## config.mk

```make
export PLATFORM = sky130hd
export DESIGN_NAME = btb_update_ctrl
export DESIGN_NICKNAME = d
export VERILOG_FILES = /design/src/rtl/btb_pkg.sv /design/src/rtl/btb_upd_fifo.sv /design/src/rtl/btb_update_ctrl.sv
export SDC_FILE = /design/constraint.sdc
export NUM_CORES = 1
export LEC_CHECK = 0
export CAP_MARGIN = 30
export CORE_MARGIN = 4
export CORE_UTILIZATION = 47
export DETAILED_ROUTE_END_ITERATION = 10
export GPL_TIMING_DRIVEN = 0
export PLACE_DENSITY = 0.75
export SYNTH_ARGS = -nofsm -noshare
export SYNTH_HDL_FRONTEND = slang
export SYNTH_SLANG_ARGS = --single-unit
```

## constraint.sdc

```tcl
create_clock -name clk -period 6.8 [get_ports clk]
set_input_delay 0.68 -clock clk [delete_from_list [all_inputs] [get_ports clk]]
set_output_delay 0.68 -clock clk [all_outputs]
set_load 0.02 [all_outputs]
```

## src/rtl/btb_pkg.sv

```systemverilog
// Shared types and width helpers for the BTB update controller.
// Holds the controller state encoding and the queued update record.
package btb_pkg;

    typedef enum logic [1:0] {
        ST_SWEEP = 2'd0,
        ST_RUN   = 2'd1,
        ST_FLUSH = 2'd2
    } btb_state_e;

    typedef struct packed {
        logic [31:0] pc;
        logic [31:0] target;
    } btb_upd_t;

    localparam int BTB_PC_W     = 32;
    localparam int BTB_WORD_BITS = BTB_PC_W - 2;

    function automatic int btb_idx_w(input int n);
        return $clog2(n);
    endfunction

    function automatic int btb_tag_w(input int n);
        return BTB_WORD_BITS - $clog2(n);
    endfunction

endpackage

```

## src/rtl/btb_upd_fifo.sv

```systemverilog
// Update queue: QDEPTH-entry FIFO, registered head, no pass-through; push at full accepted only with a pop.
// discard empties the queue in one cycle; occupancy counter separates full from empty.
module btb_upd_fifo
    import btb_pkg::*;
#(
    parameter  int QDEPTH = 4,
    localparam int PW     = $clog2(QDEPTH),
    localparam int CW     = $clog2(QDEPTH + 1)
) (
    input  logic           clk,
    input  logic           rst,
    input  logic           push,
    input  btb_upd_t       push_dat,
    input  logic           pop,
    output btb_upd_t       pop_dat,
    output logic           full,
    output logic           empty,
    output logic [CW-1:0]  count,
    input  logic           discard
);

    btb_upd_t      mem_q [QDEPTH];
    logic [PW-1:0] wr_q, wr_d;
    logic [PW-1:0] rd_q, rd_d;
    logic [CW-1:0] cnt_q, cnt_d;
    logic          do_push;
    logic          do_pop;

    assign full    = (cnt_q == CW'(QDEPTH));
    assign empty   = (cnt_q == '0);
    assign count   = cnt_q;
    assign pop_dat = mem_q[rd_q];

    assign do_push = push && (!full || pop);
    assign do_pop  = pop && !empty;

    // Pointers are log2(QDEPTH) wide, so the increment wraps modulo QDEPTH.
    always_comb begin
        wr_d  = wr_q;
        rd_d  = rd_q;
        cnt_d = cnt_q;
        if (do_push) wr_d = wr_q + PW'(1);
        if (do_pop)  rd_d = rd_q + PW'(1);
        case ({do_push, do_pop})
            2'b10:   cnt_d = cnt_q + CW'(1);
            2'b01:   cnt_d = cnt_q - CW'(1);
            default: cnt_d = cnt_q;
        endcase
    end

    always_ff @(posedge clk) begin
        if (!rst || discard) begin
            wr_q  <= '0;
            rd_q  <= '0;
            cnt_q <= '0;
        end else begin
            wr_q  <= wr_d;
            rd_q  <= rd_d;
            cnt_q <= cnt_d;
        end
    end

    always_ff @(posedge clk) begin
        if (do_push) mem_q[wr_q] <= push_dat;
    end

endmodule

```

## src/rtl/btb_update_ctrl.sv

```systemverilog
// BTB write controller: clears all N entries after reset, then drains queued updates one per cycle (1 cycle after accept).
// upd_ready drops when the queue is full or the controller is busy; BTB_FLUSH_EN adds flush_req-triggered re-clearing.
module btb_update_ctrl
    import btb_pkg::*;
#(
    parameter  int N      = 128,
    parameter  int QDEPTH = 4,
    localparam int IW     = btb_idx_w(N),
    localparam int TW     = btb_tag_w(N),
    localparam int CW     = $clog2(QDEPTH + 1)
) (
    input  logic          clk,
    input  logic          rst,
    input  logic          upd_valid,
    input  logic [31:0]   upd_pc,
    input  logic [31:0]   upd_target,
    output logic          upd_ready,
    input  logic          flush_req,
    output logic          busy,
    output logic          btb_we,
    output logic [IW-1:0] btb_idx,
    output logic [TW-1:0] btb_tag,
    output logic [31:0]   btb_target,
    output logic          btb_vld
);

    btb_state_e    state_q, state_d;
    logic [IW-1:0] idx_q, idx_d;

    btb_upd_t      q_in;
    btb_upd_t      q_head;
    logic          q_push;
    logic          q_pop;
    logic          q_discard;
    logic          q_full;
    logic          q_empty;
    logic [CW-1:0] q_count;
    logic          unused_bits;

    assign q_in.pc     = upd_pc;
    assign q_in.target = upd_target;

`ifdef BTB_FLUSH_EN
    assign upd_ready   = rst && (state_q == ST_RUN) && !q_full && !flush_req;
    assign unused_bits = ^{q_head.pc[1:0], q_count};
`else
    assign upd_ready   = rst && (state_q == ST_RUN) && !q_full;
    assign unused_bits = ^{q_head.pc[1:0], q_count, flush_req};
`endif

    assign q_push = upd_valid && upd_ready;
    assign busy   = !rst || (state_q != ST_RUN);

    btb_upd_fifo #(
        .QDEPTH (QDEPTH)
    ) u_fifo (
        .clk      (clk),
        .rst      (rst),
        .push     (q_push),
        .push_dat (q_in),
        .pop      (q_pop),
        .pop_dat  (q_head),
        .full     (q_full),
        .empty    (q_empty),
        .count    (q_count),
        .discard  (q_discard)
    );

    always_comb begin
        state_d    = state_q;
        idx_d      = idx_q;
        q_pop      = 1'b0;
        q_discard  = 1'b0;
        btb_we     = 1'b0;
        btb_idx    = '0;
        btb_tag    = '0;
        btb_target = '0;
        btb_vld    = 1'b0;
        case (state_q)
`ifdef BTB_FLUSH_EN
            ST_SWEEP, ST_FLUSH: begin
`else
            ST_SWEEP: begin
`endif
                btb_we  = 1'b1;
                btb_idx = idx_q;
                if (idx_q == IW'(N - 1)) begin
                    state_d = ST_RUN;
                    idx_d   = '0;
                end else begin
                    idx_d = idx_q + IW'(1);
                end
            end
            ST_RUN: begin
`ifdef BTB_FLUSH_EN
                // Flush wins over the pending head: it is dropped, not written.
                if (flush_req) begin
                    state_d   = ST_FLUSH;
                    idx_d     = '0;
                    q_discard = 1'b1;
                end else
`endif
                if (!q_empty) begin
                    q_pop      = 1'b1;
                    btb_we     = 1'b1;
                    btb_idx    = q_head.pc[IW+1:2];
                    btb_tag    = q_head.pc[31:IW+2];
                    btb_target = q_head.target;
                    btb_vld    = 1'b1;
                end
            end
            default: begin
                state_d = ST_SWEEP;
                idx_d   = '0;
            end
        endcase
        if (!rst) begin
            q_pop      = 1'b0;
            q_discard  = 1'b0;
            btb_we     = 1'b0;
            btb_idx    = '0;
            btb_tag    = '0;
            btb_target = '0;
            btb_vld    = 1'b0;
        end
    end

    always_ff @(posedge clk) begin
        if (!rst) begin
            state_q <= ST_SWEEP;
            idx_q   <= '0;
        end else begin
            state_q <= state_d;
            idx_q   <= idx_d;
        end
    end

endmodule

```

==> flow_metrics.py, run 1 <==
metrics = {
    "status": {
        "status": "finished, final reports clean",
    },
    "clocking": {
        "hold_buffers": 0,
        "cts_buffers": 26,
        "cts_buffer_depth": 3,
        "cts_tree": "built",
        "cts-root-buf": "clkbuf_16",
        "clk-insertion-delay-late_ns": 0.51,
        "cts_setup_buffers": 0,
        "cts_resized": 0,
        "cts_sinks": 265,
        "ctsHtreeMaxLevel": 1,
        "path_clk_slew_ns": 0.05,
    },
    "route": {
        "dr.pass1.iters": 5,
        "vias": 5161,
        "antenna_left": 0,
        "route.detailed.drc": 0,
        "wl_um": 19710,
        "vias_per_cell": 5.416,
        "drt-initial-drc-count": 234,
        "wl_per_cell_um": 20.68,
    },
    "sta": {
        "layout_setup_ws_ns": 3.282,
        "maxSlewHeadroom_pct": 60.03,
        "finalSetupTns_ns": 0,
        "finalCriticalPeriod_ns": 3.518,
        "slew_viol_final": 0,
        "timing.fmax_ghz": 0.2843,
        "hold_viol": 0,
        "fin_skew_ns": 0.01146,
        "worst_slew_pin_slew_ns": 0.5996,
        "setup_violations": 0,
        "fin_crit_sh_pct": 51.73,
        "grt_setup_unrepaired": "no",
    },
    "placed_design": {
        "place.gp.congestion": 0.7655,
        "port_buffers": 130,
        "preCtsSetupSlack_ns": 3.233,
        "dp.final_hpwl_um": 12620,
    },
    "global_routing": {
        "grt_pass1_vias": 5499,
        "grt_max_degree": 36,
        "grt_pass1_wl_um": 30710,
        "overflow": 0,
        "antenna_found_initial": 1,
        "grt_util_all_layers_pct": 16.12,
    },
    "pwr": {
        "p_switching_uw": 594.0,
        "p_seq_share_pct": 53.1,
        "intPower_mw": 2.767,
        "p_clk_share_pct": 45.0,
        "p_sw_share_pct": 17.67,
        "power.leakage_nw": 4.243,
        "p_comb_share_pct": 1.9,
        "powerDensity_nw_per_um2": 256.5,
        "ir_worst_vdd_mv": 0.2382,
    },
    "floorplanning": {
        "ios": 134,
        "dieHeight_um": 157.0,
        "core_area_um2": 21820,
        "rows": 54,
        "initial_core_util_pct": 47.82,
        "fp.dieW_um": 157.0,
        "dieArea_um2": 24650,
    },
    "worst_setup_path": {
        "cp_cell_sequence": "clkdlybuf4s50_1, o311a_1, clkbuf_1, and2_1, clkdlybuf4s50_1",
        "crit_type": "in2out",
        "r2r_cells": 7,
        "crit_path_frequent_cell": "clkdlybuf4s50_1",
        "critical-path-max-stage-delay_ns": 0.63,
        "rr_startpoint": "u_fifo.count[1]",
        "worstPathRequired_ns": 6.12,
        "arrival_ns": 2.84,
        "critical_path.max_fanout": 10,
        "cpMaxStageDelayCell": "clkdlybuf4s50_1",
        "start_kind": "input port",
        "endpoint_kind": "primary output",
        "rrSetupSlack_ns": 4.22,
        "crit_buf_inv": 3,
        "reg2reg_to": "u_fifo.count[2]",
        "cp-endpoint": "btb_target[26]",
        "cp.depth": 5,
        "setup.worst_path.start": "rst",
        "crit_family": "buffers and inverters",
    },
    "final_layout": {
        "diodes": 0,
        "layout-drive-gt1-share_pct": 11.74,
        "multi_input_area_um2": 2481,
        "final_cell_mix": "edfxtp_1, clkdlybuf4s50_1, and2_1",
        "syn_to_final_growth_pct": 25.55,
        "layout_commonest_cell": "edfxtp_1",
        "fillerInstances": 1537,
        "area.sequential_um2": 7787,
        "final_nets": 731,
    },
    "yosys": {
        "synth-edff-count": 248,
        "synth-main-ff-cell": "edfxtp_1",
        "yosys.area.top_type_share_pct": 71.36,
        "yosys_warnings": 0,
        "synth-seq-area-share_pct": 74.62,
        "postSynthAreaPerCell_um2": 21.13,
        "synth_area_leader_cell": "edfxtp_1",
        "synth_area_leaders": "edfxtp_1, mux4_1, mux4_2",
        "syn_inst": 494,
        "syn-num-nets": 569,
        "netlist_area_um2": 10440,
        "synth.distinct_cells": 33,
        "async_flop_share_pct": 0,
        "synth_seq_cells": 265,
    },
    "job": {
        "drv_cap": 0,
    },
    "hold_path": {
        "min_path_type": "reg2reg",
    },
}
-- through the flow --
step                      area, µm²  std cells  hold slack (ns)  util (%)  power (mW)
after detailed placement      12190        908           0.4568     55.85       1.882
final                         13100        953           0.4659     60.04       3.361
after floorplan               10440        494           0.4266         -       1.827
after CTS                     13100        953           0.4745     60.04       3.390
after global placement        12090        904           0.4409     55.39       1.877
after global routing          13100        953           0.5076     60.04       3.465
-- worst reg2reg max path: stages (launching register included) --
cell	delay [ns]
dfxtp_1	0.39
o311a_1	0.52
clkbuf_1	0.27
ha_1	0.30
fa_1	0.39
xnor2_1	0.16
or3_1	0.32
a21oi_1	0.16
-- flip-flops by register name (all words and copies together), names as in the netlist, named ones only --
name and count:
u_fifo.mem_q 248, idx_q 7, u_fifo.count 3, u_fifo.rd_q 2, u_fifo.wr_q 2, state_q 1
-- metal layers --
metal	vias to the layer above	global-route usage, %	part of all wire, %
li1	2351	-	-
met1	2601	20.64	39
met2	169	27.80	51
met3	38	4.289	7.8
met4	2	3.892	2.0
met5	-	0	0.066
-- Yosys cell counts (all sizes together) (2+ instances only) --
| cell type | count |
|---|---|
| a21oi | 8 |
| a22o | 2 |
| and2 | 56 |
| and3 | 5 |
| buf | 11 |
| clkbuf | 12 |
| dfxtp | 17 |
| edfxtp | 248 |
| ha | 6 |
| inv | 7 |
| mux2i | 6 |
| mux4 | 62 |
| nand2 | 8 |
| nand3 | 4 |
| nor2 | 13 |
| o21ai | 7 |
| o311a | 2 |
| o31ai | 2 |
| or3 | 4 |
| xnor2 | 3 |
| xor2 | 2 |
-- power by group through the flow --
stage / combinational, mW / sequential, mW / clock [mW]
2_1_floorplan: 0.00850 / 1.82 / 0
3_3_place_gp: 0.0595 / 1.82 / 0
3_5_place_dp: 0.0641 / 1.82 / 0
4_1_cts: 0.0643 / 1.78 / 1.54
5_1_grt: 0.0688 / 1.78 / 1.61
6_report: 0.0645 / 1.78 / 1.51
-- area by class of cell --
cell class | instances | area share (%)
Clock inverter | 15 | 1.738
Inverter | 7 | 0.2005
Tap cell | 280 | 2.674
Timing Repair Buffer | 134 | 10.54
Buffer | 23 | 1.232
Multi-Input combinational cell | 199 | 18.94
Clock buffer | 30 | 5.243
Sequential cell | 265 | 59.43
-- cell families (layout without fill, tap and decap cells) --
logic type | Yosys count | in the layout | share of synthesized area (%)
flip-flops | 265 | 265 | 74.62
multiplexers | 68 | 68 | 15.54
AO/OA/AOI/OAI | 23 | 23 | 1.451
XOR/XNOR | 5 | 5 | 0.4197
buffers and inverters | 30 | 209 | 1.798
AND/OR/NAND/NOR | 96 | 96 | 5.263
adder cells (fa/ha/maj) | 7 | 7 | 0.9112
-- how the worst min path moves through the flow --
stage | to | slack (ns) | cells after the start | from
floorplan | flip-flop | 0.43 | 1 | u_fifo.rd_q[1]
global placement | u_fifo.rd_q[1] | 0.44 | 1 | u_fifo.rd_q[1]
detailed placement | flip-flop | 0.46 | 1 | u_fifo.rd_q[1]
CTS | flip-flop | 0.47 | 1 | u_fifo.rd_q[1]
global route | flip-flop | 0.51 | 1 | u_fifo.rd_q[1]
finish | flip-flop | 0.47 | 1 | u_fifo.rd_q[1]
Note: power is estimated with default switching activity, not from simulation.
==> inputs of run 2 (changes only) <==
--- a/config.mk
+++ b/config.mk
@@ -10,7 +10,7 @@
 export CORE_UTILIZATION = 47
 export DETAILED_ROUTE_END_ITERATION = 10
 export GPL_TIMING_DRIVEN = 0
-export PLACE_DENSITY = 0.75
+export PLACE_DENSITY = 0.77
 export SYNTH_ARGS = -nofsm -noshare
 export SYNTH_HDL_FRONTEND = slang
 export SYNTH_SLANG_ARGS = --single-unit
==> constraint.sdc (replaced) <==
create_clock -name clk -period 3 [get_ports clk]
set_input_delay 0.3 -clock clk [delete_from_list [all_inputs] [get_ports clk]]
set_output_delay 0.3 -clock clk [all_outputs]
set_load 0.02 [all_outputs]
==> flow_metrics.py, run 2 (synthesis gave the netlist of run 1 again) <==
metrics = {
    "final_layout": {
        "final_cell_mix": "edfxtp_1, clkdlybuf4s50_1, and2_1",
        "syn_to_final_growth_pct": 25.28,
        "largest_reg_flops": 248,
        "final_area_um2": 13080,
        "stdcell_count": 955,
        "fillerInstances": 1571,
        "final_nets": 732,
        "layout_commonest_cell": "edfxtp_1",
        "post-route-util_pct": 59.91,
        "multi_input_area_um2": 2482,
        "area.sequential_um2": 7787,
        "layout-drive-gt1-share_pct": 12.02,
        "registers.top_by_ff_count": "u_fifo.mem_q",
    },
    "status": {
        "status": "finished, final reports clean",
    },
    "route": {
        "wl_um": 19990,
        "vias_per_cell": 5.407,
        "antenna_left": 0,
        "vias": 5164,
        "drt-initial-drc-count": 305,
        "route.detailed.drc": 0,
        "dr.pass1.iters": 5,
        "wl_per_cell_um": 20.93,
    },
    "sta": {
        "fin_skew_ns": 0.01227,
        "fin_crit_sh_pct": 95.90,
        "worst_slew_pin_slew_ns": 0.5907,
        "hold_ws_ns": 0.4028,
        "setup_violations": 0,
        "finalSetupTns_ns": 0,
        "hold_viol": 0,
        "grt_setup_unrepaired": "yes",
        "slew_viol_final": 0,
        "maxSlewHeadroom_pct": 60.19,
        "finalCriticalPeriod_ns": 2.877,
        "timing.fmax_ghz": 0.3476,
        "layout_setup_ws_ns": 0.1231,
    },
    "placed_design": {
        "dp.final_hpwl_um": 12630,
        "placed_area_um2": 12210,
        "place.gp.congestion": 0.7654,
        "port_buffers": 130,
        "preCtsSetupSlack_ns": 0.1920,
        "dpl.cell_count": 908,
    },
    "floorplanning": {
        "dieArea_um2": 24650,
        "dieHeight_um": 157.0,
        "core_area_um2": 21820,
        "rows": 54,
        "initial_core_util_pct": 47.82,
        "ios": 134,
        "fp.dieW_um": 157.0,
    },
    "pwr": {
        "fin_total_pwr_mw": 7.393,
        "ir_worst_vdd_mv": 0.6289,
        "powerDensity_nw_per_um2": 565.4,
        "power.leakage_nw": 4.246,
    },
    "worst_setup_path": {
        "arrival_ns": 2.58,
        "start_kind": "flip-flop",
        "worstPathRequired_ns": 2.70,
        "critical_path.max_fanout": 10,
        "endpoint_kind": "primary output",
        "crit_type": "reg2out",
    },
    "global_routing": {
        "grt_util_all_layers_pct": 16.18,
        "overflow": 0,
        "antenna_found_initial": 0,
        "grt_pass1_wl_um": 30850,
        "grt_pass1_vias": 5565,
        "grt_max_degree": 39,
    },
    "clocking": {
        "cts_setup_buffers": 0,
        "cts_buffer_depth": 3,
        "path_clk_slew_ns": 0.06,
        "ctsHtreeMaxLevel": 1,
        "cts_tree": "built",
        "cts_buffers": 27,
        "cts_sinks": 265,
        "clk-insertion-delay-late_ns": 0.53,
        "cts-root-buf": "clkbuf_16",
    },
    "job": {
        "drv_cap": 0,
    },
    "hold_path": {
        "min_path_type": "in2reg",
    },
}
## run 2: what timing repair did
item                       in CTS  in global routing
setup endpoints to repair      49                 45
hold buffers                    0                  0
gates resized for setup         5                  6
## run 2: worst max-delay path: stages (launching register included)
cell	delay (ns)
dfxtp_1	0.48
o311a_2	0.38
clkbuf_1	0.37
and2_1	0.22
clkdlybuf4s50_1	0.61
## run 2: report_power, final
| part | switching [mW] | leakage (nW) | total (mW) | internal [mW] |
|---|---|---|---|---|
| Combinational | 0.0606 | 1.47 | 0.147 | 0.0861 |
| Sequential | 0.00433 | 2.37 | 4.04 | 4.04 |
| Clock | 1.30 | 0.413 | 3.20 | 1.90 |
| Total | 1.36 | 4.25 | 7.39 | 6.03 |
## run 2: final timing paths
check / from / endpoint / slack, ns / depth (start not counted)
setup / recovery: u_fifo.count[1] / btb_tag[7] / 0.12 / 4
setup reg to reg: u_fifo.count[1] / u_fifo.count[2] / 0.40 / 7
hold / removal: upd_pc[16] / u_fifo.mem_q[3][48] / 0.40 / 1
hold reg to reg: u_fifo.rd_q[1] / u_fifo.rd_q[1] / 0.46 / 1
## run 2: layer usage
metal / vias to the layer above / track usage [%] / share of wire, %
met2: 129 / 28.52 / 51
li1: 2367 / - / -
met4: 0 / 3.277 / 1.6
met3: 24 / 4.097 / 5.6
met1: 2644 / 20.58 / 41
met5: - / 0 / 0
## run 2: area by class of cell
cell class / instances / area share, %
Inverter: 7 / 0.2010
Tap cell: 280 / 2.679
Sequential cell: 265 / 59.56
Clock inverter: 15 / 1.244
Antenna cell: 1 / 0.01914
Buffer: 23 / 1.292
Timing Repair Buffer: 134 / 10.74
Multi-Input combinational cell: 199 / 18.99
Clock buffer: 31 / 5.282
